===== src/rtl/clkdiv_pkg.sv =====
// Shared types and constants for the programmable clock divider controller.
package clkdiv_pkg;

    typedef enum logic [1:0] {
        IDLE = 2'd0,
        RUN  = 2'd1,
        PEND = 2'd2
    } state_e;

    // Smallest ratio that still gives at least one high and one low cycle.
    localparam int MIN_DIV       = 2;
    localparam int DIV_DEFAULT   = 3;
    localparam int CNT_W_DEFAULT = 8;

endpackage


===== src/rtl/clkdiv_counter.sv =====
// Period counter with high-phase compare; clk_o and tick are registered from next-state values.
module clkdiv_counter
    import clkdiv_pkg::*;
#(
    parameter int CNT_W       = CNT_W_DEFAULT,
    parameter int DEFAULT_DIV = DIV_DEFAULT
) (
    input  logic             clk_i,
    input  logic             rst_n,
    input  logic             adv_i,
    input  logic             en_next_i,
    input  logic             load_i,
    input  logic [CNT_W-1:0] load_div_i,
    output logic             boundary_o,
    output logic             clk_o,
    output logic             tick_o
);

    logic [CNT_W-1:0] cnt_q, cnt_d;
    logic [CNT_W-1:0] div_q, div_d;
    logic             clk_q, clk_d;
    logic             tick_q, tick_d;

    always_comb begin
        boundary_o = adv_i && (cnt_q == (div_q - CNT_W'(1)));
        cnt_d      = (adv_i && !boundary_o) ? (cnt_q + CNT_W'(1)) : '0;
        div_d      = load_i ? load_div_i : div_q;
        // Outputs are decoded from the values the counter will hold next cycle,
        // so the registered clk_o/tick line up with the count they describe.
        clk_d      = en_next_i && (cnt_d < (div_d >> 1));
        tick_d     = en_next_i && (cnt_d == '0);
    end

    always_ff @(posedge clk_i or negedge rst_n) begin
        if (!rst_n) begin
            cnt_q  <= '0;
            div_q  <= CNT_W'(DEFAULT_DIV);
            clk_q  <= 1'b0;
            tick_q <= 1'b0;
        end else begin
            cnt_q  <= cnt_d;
            div_q  <= div_d;
            clk_q  <= clk_d;
            tick_q <= tick_d;
        end
    end

    assign clk_o  = clk_q;
    assign tick_o = tick_q;

endmodule


===== src/rtl/clkdiv_ctrl.sv =====
// Glitch-free programmable clock divider: run/stop FSM, ratio handshake and pending ratio.
module clkdiv_ctrl
    import clkdiv_pkg::*;
#(
    parameter int CNT_W       = CNT_W_DEFAULT,
    parameter int DEFAULT_DIV = DIV_DEFAULT
) (
    input  logic             clk_i,
    input  logic             rst_n,
    input  logic             run,
    input  logic             cfg_valid,
    input  logic [CNT_W-1:0] cfg_div,
    output logic             cfg_ready,
    output logic             cfg_err,
    output logic             busy,
    output logic             clk_o,
    output logic             tick
);

    state_e           state_q, state_d;
    logic [CNT_W-1:0] pend_q, pend_d;
    logic             err_q, err_d;
    logic             load;
    logic [CNT_W-1:0] load_div;
    logic             boundary;
    logic             accept;
    logic             div_ok;

    function automatic logic div_valid(input logic [CNT_W-1:0] d);
        return d >= CNT_W'(MIN_DIV);
    endfunction

    assign busy      = (state_q == PEND);
    assign cfg_ready = !busy;
    assign accept    = cfg_valid && cfg_ready;
    assign div_ok    = div_valid(cfg_div);
    assign cfg_err   = err_q;

    always_comb begin
        state_d  = state_q;
        pend_d   = pend_q;
        err_d    = accept && !div_ok;
        load     = 1'b0;
        load_div = pend_q;
        case (state_q)
            IDLE: begin
                if (accept && div_ok) begin
                    load     = 1'b1;
                    load_div = cfg_div;
                end
                if (run) state_d = RUN;
            end
            RUN: begin
                if (boundary && !run) begin
                    // Stopping here: no period is left to protect, so load immediately.
                    state_d = IDLE;
                    if (accept && div_ok) begin
                        load     = 1'b1;
                        load_div = cfg_div;
                    end
                end else if (accept && div_ok) begin
                    state_d = PEND;
                    pend_d  = cfg_div;
                end
            end
            PEND: begin
                if (boundary) begin
                    load     = 1'b1;
                    load_div = pend_q;
                    state_d  = run ? RUN : IDLE;
                end
            end
            default: state_d = IDLE;
        endcase
    end

    always_ff @(posedge clk_i or negedge rst_n) begin
        if (!rst_n) begin
            state_q <= IDLE;
            pend_q  <= '0;
            err_q   <= 1'b0;
        end else begin
            state_q <= state_d;
            pend_q  <= pend_d;
            err_q   <= err_d;
        end
    end

    clkdiv_counter #(
        .CNT_W       (CNT_W),
        .DEFAULT_DIV (DEFAULT_DIV)
    ) u_counter (
        .clk_i      (clk_i),
        .rst_n      (rst_n),
        .adv_i      (state_q != IDLE),
        .en_next_i  (state_d != IDLE),
        .load_i     (load),
        .load_div_i (load_div),
        .boundary_o (boundary),
        .clk_o      (clk_o),
        .tick_o     (tick)
    );

endmodule


===== config.mk =====
export PLATFORM = sky130hd
export DESIGN_NAME = clkdiv_ctrl
export DESIGN_NICKNAME = d
export VERILOG_FILES = /design/src/rtl/clkdiv_pkg.sv /design/src/rtl/clkdiv_counter.sv /design/src/rtl/clkdiv_ctrl.sv
export SDC_FILE = /design/constraint.sdc
export NUM_CORES = 1
export LEC_CHECK = 0
export BUFFER_PORTS_ARGS = -buffer_cell sky130_fd_sc_hd__buf_2
export CORE_MARGIN = 3
export CORE_UTILIZATION = 63
export DETAILED_ROUTE_END_ITERATION = 8
export PLACE_DENSITY = 0.81
export RECOVER_POWER = 100
export SLEW_MARGIN = 15
export SYNTH_ARGS = -nofsm -noshare
export SYNTH_HDL_FRONTEND = slang
export SYNTH_HIERARCHICAL = 1
export SYNTH_SLANG_ARGS = --single-unit

===== constraint.sdc =====
create_clock -name clk_i -period 6.43 [get_ports clk_i]
set_clock_uncertainty 0.1 [all_clocks]
set_input_delay 1.286 -clock clk_i [delete_from_list [all_inputs] [get_ports clk_i]]
set_output_delay 1.286 -clock clk_i [all_outputs]
set_load 0.01 [all_outputs]

==> results.ini, run 1 <==
[route]
first_pass_iters=4
drtIter0Drc=64
viasPerCell=6.17
antenna_left=0
totalWireLength_mm=3.94
drc=0
wl_per_cell_um=17.0
vias=1425

[critical_path]
endpoint_kind=flop
cp_data_required_time_ns=6.55
cp_num_buf_inv=2
critPathMaxFanout=11
cp_slowest_cell=a22oi_1
critPathTopFamily=compound AO/OA/AOI/OAI gates
path_class=reg2reg
startpoint_type=flop
slowest_delay_ns=0.98
cp.arrival_ns=5.31
worstPathCellList=inv_1 -> ha_1 -> xnor2_1 -> a211oi_2 -> o221ai_1 -> and4bb_1 -> inv_1 -> o21ai_0 -> nand4b_1 -> a22oi_1 -> mux2i_1 -> ha_1 -> o21a_1 -> o2111ai_1 -> o31a_1 -> o221a_1

[die]
die_x_um=61.0
core_um2=2830
row_count=19
top_level_ports=17
initial_core_util_pct=67.4
die_area_um2=3720
die_h_um=61.0

[clock_tree]
cts_buffer_depth=2
cts_root_buf=clkbuf_4
clk_pin_slew_ns=0.09
clock_latency_ns=0.32
cts_tree=done
cts_resized=0
cts_hold_buffers=0
cts_inserted_buffers=5
cts_sinks=29
cts_max_level=2
post_cts_buffers=0

[cells_and_area]
drive_above_1_share_pct=14.5
final_cell_mix=27 x dfrtp_1, 15 x nor2_1, 14 x inv_1, 10 x nand2_1, 10 x xnor2_1
area_delta_synth_final_pct=2.62
diodes=0
nets=219
final_common_cell=dfrtp_1
fill_cells=221

[yosys]
yosys_most_used_dff=dfrtp_1
synth_seq_area_share_pct=38.2
synthesis.nets=202
async_reset_ff_share_pct=100
synth_area_leader_cell=dfrtp_1
syn_inst=182
syn_area_um2=1910
ys_ff_latch=29
avgSynthCellArea_um2=10.5
synth_edf_count=0
yosysTopAreaCellShare_pct=35.4
yosysWarnings=6
ys_types=47
synth.area.top_cells=dfrtp_1 35%, mux2_4 6.3%, ha_1 5.2%, mux2_2 4.7%, xnor2_1 4.6%

[run_status]
failed_checks=capacitance limit, slew limit
outcome=finished, violations left

[global_routing]
grt-ovfl-total=0
grt.met3_usage_pct=6.29
antenna_found_initial=0
grt_use_met1_pct=30.2
grtUsageMet2_pct=36.6
grt_pass1_vias=1347
grt_pass1_wl_mm=6.25
track_usage_pct=23.1
grt_max_degree=30
busiest_layer=met2

[power]
leakage_uw=0.000918
power_density_nw_per_um2=480
peakVddDrop_v=0.000288

[sta]
whs_ns=0.391
hold_viol_final=0
finalCritPeriodShare_pct=80.8
fin_setup_tns_ns=0
slew_violations=11
tightest_slew_ns=1.69
rsz0062_at_grt=no
final.min_clock_period_ns=5.20
finalSetupViolCount=0
fmax_mhz=192
slew_headroom_pct=-14.1

[placed_design]
port_buffers=16
gp_congestion=0.831
place_hpwl_mm=3.00

[run]
cap_violations=2

[worst_hold_path]
hold_path_class=reg2reg

flip-flops by register name (all words and copies together), names as in the netlist:
register and count:
u_counter/div_q 8, state_q 2, u_counter/clk_o 1, u_counter/tick_o 1, cfg_err 1, u_counter/cnt_q 8, pend_q 8
worst reg2reg max path: cells and delay by family, from the launching register on:
family	cells	cell delay (ns)
AOI/OAI and AO/OA	8	2.31
and+or+nand+nor	2	0.84
adders and majority gates	2	0.67
DFF	1	0.60
muxes	1	0.23
buffers and inverters	2	0.19
xor gates and xnor gates	1	0.14
layer usage:
layer  up-vias  share of wire, %
met1       694                44
met5         -                 0
met4         0               1.5
met2        45                49
met3         8               5.2
li1        678                 -
final timing paths:
path                                           startpoint                      endpoint  slack, ns  depth (start not counted)
setup reg to reg           u_counter/div_q[0]$_DFFE_PN1P_     u_counter/clk_o$_DFF_PN0_       1.23                         16
min in group asynchronous                           rst_n  u_counter/div_q[3]$_DFF_PN0_       1.21                          1
max in group asynchronous                           rst_n  u_counter/div_q[6]$_DFF_PN0_       4.15                          1
setup / recovery           u_counter/div_q[0]$_DFFE_PN1P_     u_counter/clk_o$_DFF_PN0_       1.23                         16
hold / removal                      pend_q[5]$_DFFE_PN0P_         pend_q[5]$_DFFE_PN0P_       0.39                          1
hold reg to reg                     pend_q[5]$_DFFE_PN0P_         pend_q[5]$_DFFE_PN0P_       0.39                          1
layout make-up:
class / instances / area (um2) / share of cell area, %
inverters: 14 / 52.6 / 2.69
multi-input cells: 133 / 1010 / 51.9
clock buffers: 6 / 41.3 / 2.11
repair buffers: 16 / 71.3 / 3.64
well taps: 31 / 38.8 / 1.98
clock inverters: 2 / 10.0 / 0.512
flip-flops and latches: 29 / 728 / 37.2
power by group:
part	leakage [uW]	internal (uW)	switching, uW
combinational	0.000528	230	260
clock	0.0000320	41.5	62.2
sequential	0.000358	259	87.1
total	0.000918	531	409
cell usage after synthesis (2+ instances only):
library cell	instances
dfrtp_1	27
nor2_1	15
inv_1	14
nand2_1	10
xnor2_1	10
ha_1	8
mux2_2	8
mux2_4	8
xor2_1	8
and3_1	6
mux2i_1	5
nand2b_1	4
nor3_1	4
o21ai_0	4
a21oi_1	3
buf_6	3
nand3_1	3
nor4_1	3
o21a_1	3
a22oi_1	2
a2bb2oi_1	2
a31oi_1	2
dfstp_2	2
nor2b_1	2
nor3b_1	2
nor4b_1	2
or2_2	2
through the flow:
step / area (um2) / setup slack, ns / util [%] / cells / total power (uW)
floorplan: 1910 / 2.27 / - / 182 / 774
global placement: 1980 / 1.81 / 69.8 / 223 / 853
detailed placement: 1980 / 1.54 / 69.8 / 223 / 885
CTS: 2030 / 1.50 / 71.6 / 231 / 993
global route: 1960 / 0.851 / 69.2 / 231 / 1010
finish: 1960 / 1.23 / 69.2 / 231 / 940
cell families after synthesis:
kind of cell	share of synthesized area (%)
buf+inv	5.38
mux	13.6
fa+ha+maj	5.77
flops	38.2
simple gates	17.1
compound gates	11.6
xor+xnor	8.27
Power figures use the tool's default switching activity.
==> run 2: changes to the inputs <==
--- a/config.mk
+++ b/config.mk
@@ -7,9 +7,9 @@
 export LEC_CHECK = 0
 export BUFFER_PORTS_ARGS = -buffer_cell sky130_fd_sc_hd__buf_2
 export CORE_MARGIN = 3
-export CORE_UTILIZATION = 63
+export CORE_UTILIZATION = 59
 export DETAILED_ROUTE_END_ITERATION = 8
-export PLACE_DENSITY = 0.81
+export PLACE_DENSITY = 0.76
 export RECOVER_POWER = 100
 export SLEW_MARGIN = 15
 export SYNTH_ARGS = -nofsm -noshare
==> constraint.sdc (replaced) <==
create_clock -name clk_i -period 5.1 [get_ports clk_i]
set_clock_uncertainty 0.1 [all_clocks]
set_input_delay 1.02 -clock clk_i [delete_from_list [all_inputs] [get_ports clk_i]]
set_output_delay 1.02 -clock clk_i [all_outputs]
set_load 0.01 [all_outputs]
==> run 2 against run 1 <==
  * The run still ends with capacitance limit, slew limit left
  * Via count shrank 1.5%
  * Non-clock buffer count grew 1
  * Largest cell class unchanged
  * Total power grew 33%
  * Maximum frequency grew 13%
  * Count of clock-buffer cells in the layout grew 1
  * Largest power group unchanged
  * Register-to-register slack lost 0.73 ns
==> results.ini, run 2 (same netlist as run 1, synthesis figures left out) <==
[run_status]
outcome=finished, violations left
failed_checks=capacitance limit, slew limit

[cells_and_area]
final_cell_mix=27 x dfrtp_1, 15 x nor2_1, 14 x inv_1, 10 x nand2_1, 10 x xnor2_1
area_delta_synth_final_pct=5.71
drive_above_1_share_pct=14.9  ; +0.43 points
final_common_cell=dfrtp_1
final_area_um2=2020  ; +3.0%
nets=220  ; +0.46%
diodes=0  ; unchanged
top_regs=pend_q: 8 flops, u_counter/cnt_q: 8 flops, u_counter/div_q: 8 flops
fill_cells=282  ; +28%
utilization_pct=65.5  ; -3.7 points

[global_routing]
grt_pass1_wl_mm=6.87  ; +9.8%
grt_pass1_vias=1432  ; +6.3%
track_usage_pct=22.3  ; -0.77 points
grt_max_degree=30  ; unchanged
antenna_found_initial=0  ; unchanged
grt-ovfl-total=0  ; unchanged

[critical_path]
worst_r2r_path_depth=17  ; +1
endpoint_kind=flop
cp.arrival_ns=4.71  ; -0.60 ns
ff2ff_setup_slack_ns=0.51  ; -0.73 ns
cp_data_required_time_ns=5.22  ; -1.33 ns
cp_slowest_cell=dfstp_1
worstPathCellList=inv_1 -> ha_1 -> xnor2_1 -> a211oi_1 -> o221ai_2 -> and4bb_1 -> inv_1 -> o21ai_0 -> nand4b_1 -> a22oi_1 -> buf_4 -> mux2i_1 -> ha_1 -> o21a_1 -> o2111ai_1 -> o31a_1 -> o221a_1
slowest_delay_ns=0.59  ; -0.39 ns
crit-reg2reg-launch=u_counter/div_q[0]$_DFFE_PN1P_
critPathMaxFanout=11  ; unchanged
critPathTopFamily=compound AO/OA/AOI/OAI gates
path_class=reg2reg
worstReg2RegEnd=u_counter/clk_o$_DFF_PN0_
startpoint_type=flop
cp_num_buf_inv=3  ; +1

[clock_tree]
cts_sinks=29  ; unchanged
cts_resized=0  ; unchanged
clock_latency_ns=0.33  ; about the same
cts_inserted_buffers=5  ; unchanged
post_cts_buffers=0  ; unchanged
cts_hold_buffers=0  ; unchanged
cts_max_level=2  ; unchanged
clk_pin_slew_ns=0.09  ; about the same
cts_root_buf=clkbuf_4
cts_buffer_depth=2  ; unchanged
cts_tree=done

[die]
die_x_um=62.9  ; +3.0%
die_h_um=62.9  ; +3.0%
core_um2=3080  ; +8.8%
initial_core_util_pct=62.0  ; -5.5 points
top_level_ports=17  ; unchanged
die_area_um2=3950  ; +6.1%
row_count=20  ; +1

[sta]
rsz0062_at_grt=no
tightest_slew_ns=1.71  ; +0.0236 ns
whs_ns=0.391  ; +0.000383 ns
slew_headroom_pct=-15.7  ; -1.6 points
finalSetupViolCount=0  ; unchanged
fin_setup_tns_ns=0  ; unchanged
finalCritPeriodShare_pct=90.0  ; +9.2 points
final.min_clock_period_ns=4.59  ; -0.604 ns
fmax_mhz=218  ; +13%
slew_violations=41  ; +30
hold_viol_final=0  ; unchanged

[route]
vias=1404  ; -1.5%
viasPerCell=5.73  ; -7.1%
totalWireLength_mm=3.92  ; -0.43%
drtIter0Drc=69  ; +7.8%
drc=0  ; unchanged
first_pass_iters=4  ; unchanged
wl_per_cell_um=16.0  ; -6.1%
antenna_left=0  ; unchanged

[worst_hold_path]
hold_end=pend_q[4]$_DFFE_PN0P_
hold_path_class=reg2reg
hold_start=pend_q[4]$_DFFE_PN0P_
min_path_cells=1  ; unchanged

[placed_design]
dpl_cell_area_um2=2000  ; +1.2%
port_buffers=16  ; unchanged
gp_congestion=0.899  ; +8.2%
place_hpwl_mm=3.03  ; +0.90%

[power]
power_uw=1250  ; +33%
peakVddDrop_v=0.000289  ; +0.23%
power_density_nw_per_um2=621  ; +29%
leakage_uw=0.000936  ; +2.0%

[run]
cap_violations=2  ; unchanged

-- run 2: per-layer routing --
| metal | GRT usage [%] | vias up | share of wire (%) | wire length (um) |
|---|---|---|---|---|
| met2 | 35.8 | 29 | 48 | 1870 |
| met5 | 0 | - | 0 | 0 |
| met3 | 3.78 | 5 | 3.6 | 142 |
| li1 | - | 680 | - | - |
| met1 | 30.3 | 690 | 47 | 1850 |
| met4 | 8.26 | 0 | 1.3 | 52 |
-- run 2: cell type report --
| class | instances | area [um2] | share of cell area, % |
|---|---|---|---|
| multi-input cells | 133 | 1020 | 50.4 |
| flip-flops and latches | 29 | 728 | 36.1 |
| repair buffers | 17 | 78.8 | 3.91 |
| clock buffers | 7 | 55.1 | 2.73 |
| well taps | 44 | 55.1 | 2.73 |
| inverters | 14 | 52.6 | 2.61 |
| clock inverters | 1 | 30.0 | 1.49 |
-- run 2: report_power, final --
part           total (uW)  switching (uW)  internal (uW)
Clock                 198            80.7            117
Sequential            433             107            327
Combinational         621             328            293
Total                1250             515            737
-- run 2: through the flow --
step	std cells	worst slack, ns
floorplan	182	0.937
global placement	237	0.858
detailed placement	237	0.713
CTS	245	0.697
global route	245	0.255
finish	245	0.509
-- run 2: worst max path at each step --
stage	endpoint	start	cells after the start
5_1_grt	u_counter/clk_o$_DFF_PN0_	u_counter/div_q[0]$_DFFE_PN1P_	17
6_report	u_counter/clk_o$_DFF_PN0_	u_counter/div_q[0]$_DFFE_PN1P_	17
2_1_floorplan	u_counter/clk_o$_DFF_PN0_	u_counter/div_q[0]$_DFFE_PN1P_	17
3_5_place_dp	u_counter/clk_o$_DFF_PN0_	u_counter/div_q[0]$_DFFE_PN1P_	17
3_3_place_gp	u_counter/clk_o$_DFF_PN0_	u_counter/div_q[0]$_DFFE_PN1P_	17
4_1_cts	u_counter/clk_o$_DFF_PN0_	u_counter/div_q[0]$_DFFE_PN1P_	17
==> run 3: changes to the inputs <==
--- a/config.mk
+++ b/config.mk
@@ -8,6 +8,7 @@
 export BUFFER_PORTS_ARGS = -buffer_cell sky130_fd_sc_hd__buf_2
 export CORE_MARGIN = 3
 export CORE_UTILIZATION = 59
+export CTS_BUF_LIST = sky130_fd_sc_hd__clkbuf_16
 export DETAILED_ROUTE_END_ITERATION = 8
 export PLACE_DENSITY = 0.76
 export RECOVER_POWER = 100
==> run 3 against run 2 <==
  * Maximum frequency is essentially flat
  * Total power grew 11%
  * The run still ends with capacitance limit, slew limit left
  * Utilization grew 2.5 points
  * Combinational power increased by 1%
  * Cell count stayed put
  * Sequential power grew 1%
  * Critical path type unchanged
  * Highest routed layer unchanged
  * Hold slack worse by 0.013 ns
  * Worst setup slack improved by 0.0040 ns
==> results.ini, run 3 (same netlist as run 1, synthesis figures left out) <==
[clock_tree]
cts_buffer_depth=2  ; unchanged
clock_latency_ns=0.27  ; -0.06 ns
cts_root_buf=clkbuf_16
post_cts_buffers=0  ; unchanged
cts_hold_buffers=0  ; unchanged
cts_sinks=29  ; unchanged
cts_tree=done
clk_pin_slew_ns=0.05  ; -0.04 ns
cts_resized=0  ; unchanged
cts_inserted_buffers=5  ; unchanged
cts_max_level=2  ; unchanged

[cells_and_area]
drive_above_1_share_pct=14.9  ; unchanged
diodes=0  ; unchanged
fill_cells=272  ; -3.5%
final_area_um2=2090  ; +3.8%
top_regs=pend_q: 8 flops, u_counter/cnt_q: 8 flops, u_counter/div_q: 8 flops
final_common_cell=dfrtp_1
final_cell_mix=27 x dfrtp_1, 15 x inv_1, 15 x nor2_1, 10 x nand2_1, 10 x xnor2_1
area_delta_synth_final_pct=9.78
nets=220  ; unchanged

[sta]
finalSetupViolCount=0  ; unchanged
tightest_slew_ns=1.74  ; +0.0237 ns
finalCritPeriodShare_pct=89.9  ; about the same
fmax_mhz=218  ; about the same
hold_viol_final=0  ; unchanged
rsz0062_at_grt=no
slew_violations=41  ; unchanged
final.min_clock_period_ns=4.59  ; -0.00399 ns
fin_setup_tns_ns=0  ; unchanged
slew_headroom_pct=-17.3  ; -1.6 points

[die]
die_h_um=62.9  ; unchanged
die_area_um2=3950  ; unchanged
initial_core_util_pct=62.0  ; unchanged
die_x_um=62.9  ; unchanged
row_count=20  ; unchanged
core_um2=3080  ; unchanged
top_level_ports=17  ; unchanged

[worst_hold_path]
hold_end=pend_q[4]$_DFFE_PN0P_
hold_path_class=reg2reg
hold_start=pend_q[4]$_DFFE_PN0P_
min_path_cells=1  ; unchanged

[global_routing]
grtUsageMet2_pct=38.1  ; +2.3 points
track_usage_pct=23.2  ; +0.85 points
busiest_layer=met2
grt_use_met1_pct=30.4  ; +0.15 points
grt_max_degree=30  ; unchanged
antenna_found_initial=0  ; unchanged
grt_pass1_wl_mm=7.11  ; +3.6%
grt-ovfl-total=0  ; unchanged
grt_pass1_vias=1464  ; +2.2%
grt.met3_usage_pct=5.22  ; +1.4 points

[critical_path]
worstPathCellList=inv_1 -> ha_1 -> xnor2_1 -> a211oi_1 -> o221ai_2 -> o41ai_1 -> nor2_1 -> ha_1 -> o21a_1 -> o2111ai_1 -> o31a_1 -> o221a_1
worstReg2RegEnd=u_counter/clk_o$_DFF_PN0_
critPathTopFamily=compound AO/OA/AOI/OAI gates
endpoint_kind=flop
cp.arrival_ns=4.64  ; -0.07 ns
worst-path-stages=12  ; -5
path_class=reg2reg
startpoint_type=flop
crit-reg2reg-launch=u_counter/div_q[0]$_DFFE_PN1P_
critPathMaxFanout=10  ; -1
cp_num_buf_inv=1  ; -2
ff2ff_setup_slack_ns=0.51  ; about the same
crit_top_cell=ha_1
cp_data_required_time_ns=5.15  ; -0.07 ns
slowest_delay_ns=1.47  ; +0.88 ns
worst_r2r_path_depth=12  ; -5
cp_slowest_cell=o41ai_1

[power]
peakVddDrop_v=0.000370  ; +28%
power_density_nw_per_um2=664  ; +6.8%
leakage_uw=0.000974  ; +4.0%

[route]
viasPerCell=5.78  ; +0.93%
drc=0  ; unchanged
wl_per_cell_um=16.9  ; +5.6%
drtIter0Drc=100  ; +45%
totalWireLength_mm=4.14  ; +5.6%
first_pass_iters=4  ; unchanged
vias=1417  ; +0.93%
antenna_left=0  ; unchanged

[placed_design]
place_hpwl_mm=3.03  ; unchanged
dpl_cell_area_um2=2000  ; unchanged
port_buffers=16  ; unchanged
gp_congestion=0.899  ; unchanged

[run]
cap_violations=2  ; unchanged

[run_status]
failed_checks=capacitance limit, slew limit
outcome=finished, violations left

-- run 3: cell count changes in the layout (fill, tap and decap cells not counted) --
cell       before  now
clkinv_1        0    1
clkbuf_8        1    0
dfstp_2         1    2
dfstp_1         1    0
clkbuf_4        5    0
inv_1          14   15
clkbuf_1        8    7
clkbuf_16       0    5
-- run 3: where the power goes --
group          switching, uW  internal, uW  leakage (uW)
sequential               110           329      0.000359
combinational            334           295      0.000532
clock                   95.4           226     0.0000826
-- run 3: per-layer routing --
layer	vias up	routed length, um
li1	679	-
met1	696	1900
met2	38	2030
met3	4	175
met4	0	34
met5	-	0
-- run 3: worst max path at each step --
stage	startpoint	to	slack [ns]
after detailed placement	u_counter/div_q[0]$_DFFE_PN1P_	u_counter/clk_o$_DFF_PN0_	0.71
after global placement	u_counter/div_q[0]$_DFFE_PN1P_	u_counter/clk_o$_DFF_PN0_	0.86
after CTS	u_counter/div_q[0]$_DFFE_PN1P_	u_counter/clk_o$_DFF_PN0_	0.69
after global routing	u_counter/div_q[0]$_DFFE_PN1P_	u_counter/clk_o$_DFF_PN0_	0.25
after floorplan	u_counter/div_q[0]$_DFFE_PN1P_	u_counter/clk_o$_DFF_PN0_	0.94
final	u_counter/div_q[0]$_DFFE_PN1P_	u_counter/clk_o$_DFF_PN0_	0.51
-- run 3: worst register-to-register path, cell delays in order, from the launching register on --
cell and delay (ns):
dfstp_2 0.55, inv_1 0.06, ha_1 0.30, xnor2_1 0.13, a211oi_1 0.21, o221ai_2 0.16
o41ai_1 1.47, nor2_1 0.26, ha_1 0.41, o21a_1 0.15, o2111ai_1 0.14, o31a_1 0.30
o221a_1 0.22
-- run 3: cell type report --
| class | count | area [um2] | share of cell area (%) |
|---|---|---|---|
| Clock buffer | 5 | 125 | 5.98 |
| Tap cell | 44 | 55.1 | 2.63 |
| Inverter | 14 | 52.6 | 2.51 |
| Multi-Input combinational cell | 133 | 1020 | 48.5 |
| Clock inverter | 3 | 37.5 | 1.79 |
| Timing Repair Buffer | 17 | 78.8 | 3.77 |
| Sequential cell | 29 | 728 | 34.8 |
-- run 3: stage by stage --
| step | setup WS [ns] | power, uW | util, % | cells | hold slack (ns) |
|---|---|---|---|---|---|
| floorplan | 0.937 | 976 | - | 182 | 0.376 |
| global placement | 0.858 | 1080 | 65.0 | 237 | 0.393 |
| detailed placement | 0.713 | 1120 | 65.0 | 237 | 0.398 |
| CTS | 0.685 | 1460 | 70.2 | 245 | 0.406 |
| global route | 0.245 | 1490 | 68.0 | 245 | 0.399 |
| finish | 0.513 | 1390 | 68.0 | 245 | 0.378 |
